==> config.mk <==
export PLATFORM = sky130hd
export DESIGN_NAME = imem_loader
export DESIGN_NICKNAME = d
export VERILOG_FILES = /design/src/rtl/imem_loader.sv
export SDC_FILE = /design/constraint.sdc
export NUM_CORES = 1
export LEC_CHECK = 0
export ABC_AREA = 1
export BUFFER_PORTS_ARGS = -buffer_cell sky130_fd_sc_hd__buf_4
export CAP_MARGIN = 5
export CORE_MARGIN = 2
export CORE_UTILIZATION = 55
export CTS_CLUSTER_DIAMETER = 40
export DETAILED_ROUTE_END_ITERATION = 8
export PLACE_DENSITY = 0.8
export SYNTH_ARGS = -nofsm -noshare
export SYNTH_HDL_FRONTEND = slang
export SYNTH_SLANG_ARGS = --single-unit
==> constraint.sdc <==
create_clock -name clk -period 2 [get_ports clk]
set_input_delay 0.4 -clock clk [delete_from_list [all_inputs] [get_ports clk]]
set_output_delay 0.4 -clock clk [all_outputs]
set_load 0.01 [all_outputs]
==> src/rtl/imem_loader.sv <==
// Program loader: assembles little-endian bytes into 32-bit words and writes them to imem.
// The processor stays in reset until the all-zero terminator word has been written.
module imem_loader #(
  parameter int ADDR_WIDTH = 8
) (
  input  logic                  clk,
  input  logic                  rst,
  input  logic                  start,
  input  logic                  in_valid,
  input  logic [7:0]            in_data,
  output logic                  in_ready,
  output logic                  imem_we,
  output logic [ADDR_WIDTH-1:0] imem_addr,
  output logic [31:0]           imem_wdata,
  output logic                  core_rst,
  output logic                  busy,
  output logic                  done,
  output logic                  error,
  output logic [ADDR_WIDTH:0]   word_count
);

  localparam logic [ADDR_WIDTH-1:0] LAST_ADDR = '1;
  localparam logic [ADDR_WIDTH-1:0] ADDR_ONE  = {{(ADDR_WIDTH-1){1'b0}}, 1'b1};
  localparam logic [ADDR_WIDTH:0]   COUNT_ONE = {{ADDR_WIDTH{1'b0}}, 1'b1};

  typedef enum logic [2:0] {
    IDLE,
    RECV,
    WRITE,
    DONE,
    ERR
  } state_t;

  state_t      state;
  state_t      state_next;
  logic [1:0]  byte_idx;
  logic [23:0] byte_buf;
  logic        accept;
  logic        begin_load;

  always_comb begin
    state_next = state;
    accept     = 1'b0;
    begin_load = 1'b0;
    case (state)
      IDLE, DONE, ERR: begin
        if (start) begin
          begin_load = 1'b1;
          state_next = RECV;
        end
      end
      RECV: begin
        accept = in_valid && in_ready;
        if (accept && (byte_idx == 2'd3)) begin
          state_next = WRITE;
        end
      end
      WRITE: begin
        if (imem_wdata == 32'h0) begin
          state_next = DONE;
        end else if (imem_addr == LAST_ADDR) begin
          state_next = ERR;
        end else begin
          state_next = RECV;
        end
      end
      default: state_next = IDLE;
    endcase
  end

  // Status outputs are registered from the next state so they switch on the same edge as the FSM.
  always_ff @(posedge clk or negedge rst) begin
    if (!rst) begin
      state      <= IDLE;
      in_ready   <= 1'b0;
      imem_we    <= 1'b0;
      imem_addr  <= '0;
      imem_wdata <= '0;
      core_rst   <= 1'b1;
      busy       <= 1'b0;
      done       <= 1'b0;
      error      <= 1'b0;
      word_count <= '0;
      byte_idx   <= '0;
      byte_buf   <= '0;
    end else begin
      state    <= state_next;
      in_ready <= (state_next == RECV);
      imem_we  <= (state_next == WRITE);
      busy     <= (state_next == RECV) || (state_next == WRITE);
      done     <= (state_next == DONE);
      error    <= (state_next == ERR);
      core_rst <= (state_next != DONE);

      if (begin_load) begin
        imem_addr  <= '0;
        word_count <= '0;
        byte_idx   <= '0;
        byte_buf   <= '0;
      end

      // The fourth byte completes the word directly into the write-data register.
      if (accept) begin
        byte_idx <= byte_idx + 2'd1;
        case (byte_idx)
          2'd0: byte_buf[7:0]   <= in_data;
          2'd1: byte_buf[15:8]  <= in_data;
          2'd2: byte_buf[23:16] <= in_data;
          default: imem_wdata   <= {in_data, byte_buf};
        endcase
      end

      if (state == WRITE) begin
        word_count <= word_count + COUNT_ONE;
        if (state_next == RECV) begin
          imem_addr <= imem_addr + ADDR_ONE;
        end
      end
    end
  end

endmodule

==> Implementation_results.wiki <==
{| class="wikitable"
! Metric !! Value
|-
| Startpoint Class || register
|-
| Mean number of vias per cell || around 5.2
|-
| Sequential area share after synthesis || between 50 and 60%
|-
| Number of warning messages in the yosys log || 0
|-
| Number of failing setup endpoints in the final timing report || 0
|-
| Antenna Diode Count || 0
|-
| Top cell types by occurrence after synthesis || sky130_fd_sc_hd__nand2_1 (113), sky130_fd_sc_hd__dfrtp_1 (83), sky130_fd_sc_hd__inv_1 (47)
|-
| Core region area || 0.006422 sq mm
|-
| First-pass GRT wire length || ~13000 microns
|-
| Root cell of the clock tree || sky130_fd_sc_hd__clkbuf_8
|-
| Congestion Overflow GR || 0
|-
| Floorplan die height || roughly 86 microns
|-
| Floorplan die area || around 0.0074 sq mm
|-
| I/O Pins || between 60 and 70
|-
| Status || finished with violations
|-
| Non-filler cells in the finished layout || 570
|-
| Most used cell along the critical path || sky130_fd_sc_hd__nand2_1
|-
| Slew at the pin with the worst max-slew slack || 481.1 ps
|-
| First-pass iteration count of the detailed router || 9
|-
| Crit path buffers/inverters || 1
|-
| Sequential Area || between 0.002 and 0.0025 sq mm
|-
| Final worst path period share || a little over four fifths
|-
| Type of the worst setup path || register to register
|-
| Worst vdd ir || around 0.70 mV
|-
| Post-synth top area share || a little under three fifths
|-
| Synth Register Bits || 84
|-
| Dominant cell by count in the synthesized netlist || sky130_fd_sc_hd__nand2_1
|-
| Number of inserted filler cells in the final layout || roughly 540
|-
| Clock Path Buffers || 2
|-
| Flip-flop cell with the highest count after synthesis || sky130_fd_sc_hd__dfrtp_1
|-
| Logic gate share of total power || 34.0%
|-
| # port buffers || between 60 and 70
|-
| Half-perimeter wire length after placement || around 5800 microns
|-
| Clock Sink Count || 84
|-
| Starting Density || around 57%
|-
| H-tree levels || 3
|-
| Clock tree from TritonCTS || done
|-
| Width of the chip || roughly 86 microns
|-
| Antenna-violating nets left || 0
|-
| CP Data Arrival Time || roughly 1900 ps
|-
| Clock tree skew after final layout || ~7.6 ps
|-
| Final worst hold slack || roughly 260 ps
|-
| Delay-heaviest family, CP || simple AND/OR/NAND/NOR gates
|-
| Hold violation total from the final report || 0
|-
| Num rows || 29
|-
| Final Power || around 0.0058 W
|-
| Net switching power figure || roughly 0.0022 W
|-
| Register clock-pin slew on the reported worst setup and hold paths || approximately 80 ps
|-
| Sequential power share || 45.5%
|-
| Critical path capture point type || register
|-
| Vias in the first global route || about 2900
|-
| Upper clock frequency limit || approximately 590 MHz
|-
| Cell count after placement || 553
|-
| Leakage || approximately 2.4 nW
|-
| Most area-consuming cells after synthesis || sky130_fd_sc_hd__dfrtp_1 (56%), sky130_fd_sc_hd__nand2_1 (12%), sky130_fd_sc_hd__o21ai_0 (5.2%)
|-
| Post-Synthesis Cell Area || between 0.003 and 0.004 sq mm
|-
| Power density relative to cell area || about 1300 mW/mm^2
|-
| Setup TNS || 0 ps
|-
| Post-Route WL || 7821 microns
|-
| Fraction of layout instances using a drive strength above 1 || between 20% and 30%
|-
| Area growth from synthesis to layout || 22.09%
|-
| Clk_lat worst skew || 350 ps
|-
| Fraction of registers with async set or reset after synthesis || 100.0%
|-
| Number of buffers inserted during clock tree synthesis || 9
|-
| Number of vias after detailed routing || ~3000
|-
| Crit-path cells || ha_1, nand2_1, nor2_1, nand2_1, o2111ai_4, nand2_1, inv_1, nor2_1
|-
| Combined global-route utilization of all metal layers || between 20% and 30%
|-
| Flop-to-flop setup slack || around 300 ps
|-
| Cell taking the most area after synthesis || sky130_fd_sc_hd__dfrtp_1
|-
| Final nets || approximately 510
|-
| Per-instance average area after synthesis || 8.849 sq um
|-
| P_int || approximately 0.0037 W
|-
| Number of remaining DRC errors || 4
|-
| Number of DRC markers after the initial detailed-route iteration || between 200 and 250
|-
| Setup repair after global routing missed its margin || no
|-
| HP Class || input port to register
|-
| Largest net degree at the start of global routing || approximately 40
|-
| Critical-path maximum fanout || 16
|-
| Average wire per cell in the routed design || between 10 and 15 microns
|-
| Gate Count Post-Synth || between 400 and 500
|-
| Count of maximum capacitance violations || 0
|-
| Count of unique library cells instantiated by Yosys || 29
|-
| Synth Net Count || about 430
|-
| Slowest Stage Delay on Critical Path || ~420 ps
|-
| Multi-input combinational cell area || between 0.001 and 0.0015 sq mm
|-
| Violations in the final reports || design-rule violations
|-
| Global placer's final weighted congestion || 0.8130
|-
| Relative contribution of the clock network to total power || between 20% and 30%
|-
| Net switching share of the total power || 36.91%
|-
| Required time reported for the critical path endpoint || roughly 2200 ps
|-
| Post-synth EDFFs || 0
|-
| Max-slew violations || 0
|-
| Antenna violations before repair || 0
|-
| Max-slew headroom || 67.85%
|-
| Min Tclk post-route || roughly 1700 ps
|-
| Library cell contributing the largest single delay on the critical path || sky130_fd_sc_hd__o2111ai_4
|}
==> flip-flops by register name, summed over array words and instances, names as in the netlist, 2 cells and up <==
signal / flops
byte_buf: 24
imem_wdata: 32
state: 3
word_count: 9
imem_addr: 8
byte_idx: 2
==> cell type report <==
| type | count | area share [%] |
|---|---|---|
| flip-flops and latches | 84 | 46.80 |
| inverters | 50 | 4.176 |
| multi-input cells | 268 | 29.32 |
| clock inverters | 7 | 1.670 |
| clock buffers | 9 | 2.756 |
| well taps | 77 | 2.144 |
| repair buffers | 75 | 13.14 |
==> power by group through the flow <==
stage	Sequential [W]	Combinational, W	Clock (W)
CTS	0.00265	0.00201	0.00121
global placement	0.00266	0.00192	0
detailed placement	0.00269	0.00200	0
finish	0.00266	0.00199	0.00120
global route	0.00273	0.00224	0.00129
floorplan	0.00274	0.00102	0
==> kinds of logic after synthesis <==
kind of cell / synth area share [%]
compound gates: 9.008
buf+inv: 7.070
fa+ha+maj: 2.039
flops: 57.14
xor+xnor: 1.428
simple gates: 22.77
mux: 0.5439
==> through the flow <==
stage | instance area, sq um | utilization, % | setup slack [ps]
floorplan | 3681 | - | 464.2
global placement | 4285 | 66.73 | 364.3
detailed placement | 4285 | 66.73 | 313.5
global route | 4494 | 69.98 | 92.66
finish | 4494 | 69.98 | 304.3
CTS | 4494 | 69.98 | 298.7
==> worst register-to-register path: stages, from the launching register on <==
cell,delay [ps]
sky130_fd_sc_hd__dfrtp_1,410
sky130_fd_sc_hd__ha_1,190
sky130_fd_sc_hd__nand2_1,70
sky130_fd_sc_hd__nor2_1,150
sky130_fd_sc_hd__nand2_1,140
sky130_fd_sc_hd__o2111ai_4,420
sky130_fd_sc_hd__nand2_1,90
sky130_fd_sc_hd__inv_1,70
sky130_fd_sc_hd__nor2_1,40
==> routing by layer <==
metal | vias up | share of wire [%] | GRT usage [%]
met1 | 1427 | 44 | 31.16
met3 | 13 | 4.6 | 3.272
met2 | 70 | 50 | 37.78
met4 | 0 | 1.8 | 8.947
li1 | 1468 | - | -
met5 | - | 0 | 0
==> final timing paths <==
check / from / to / cells past startpoint
setup / recovery: imem_addr[0] / imem_addr[4] / 8
hold / removal: in_data[2] / imem_wdata[26] / 3
setup reg to reg: imem_addr[0] / imem_addr[4] / 8
hold reg to reg: word_count[8] / word_count[8] / 1
max in group asynchronous: rst / word_count[1] / 3
min in group asynchronous: rst / imem_wdata[24] / 2
==> repair_timing <==
action	4_1_cts	5_1_grt
endpoints found under the setup margin	0	0
hold endpoints to repair	20	0
resized for setup	0	0
hold buffers	1	0
buffers inserted	0	0
==> cells in the final DEF (no fill, tap or decap), types with 4 or more instances in the layout <==
cell | synthesis | routed
sky130_fd_sc_hd__dfrtp_1 | 83 | 83
sky130_fd_sc_hd__o22ai_1 | 7 | 7
sky130_fd_sc_hd__ha_1 | 6 | 6
sky130_fd_sc_hd__clkbuf_8 | 0 | 9
sky130_fd_sc_hd__xor2_1 | 6 | 6
sky130_fd_sc_hd__o21ai_0 | 38 | 38
sky130_fd_sc_hd__o21ai_1 | 4 | 4
sky130_fd_sc_hd__nand2_1 | 113 | 113
sky130_fd_sc_hd__buf_4 | 1 | 72
sky130_fd_sc_hd__nor2_1 | 39 | 39
sky130_fd_sc_hd__nand3_1 | 33 | 33
sky130_fd_sc_hd__inv_1 | 47 | 47
(Power assumes the default switching activity.)
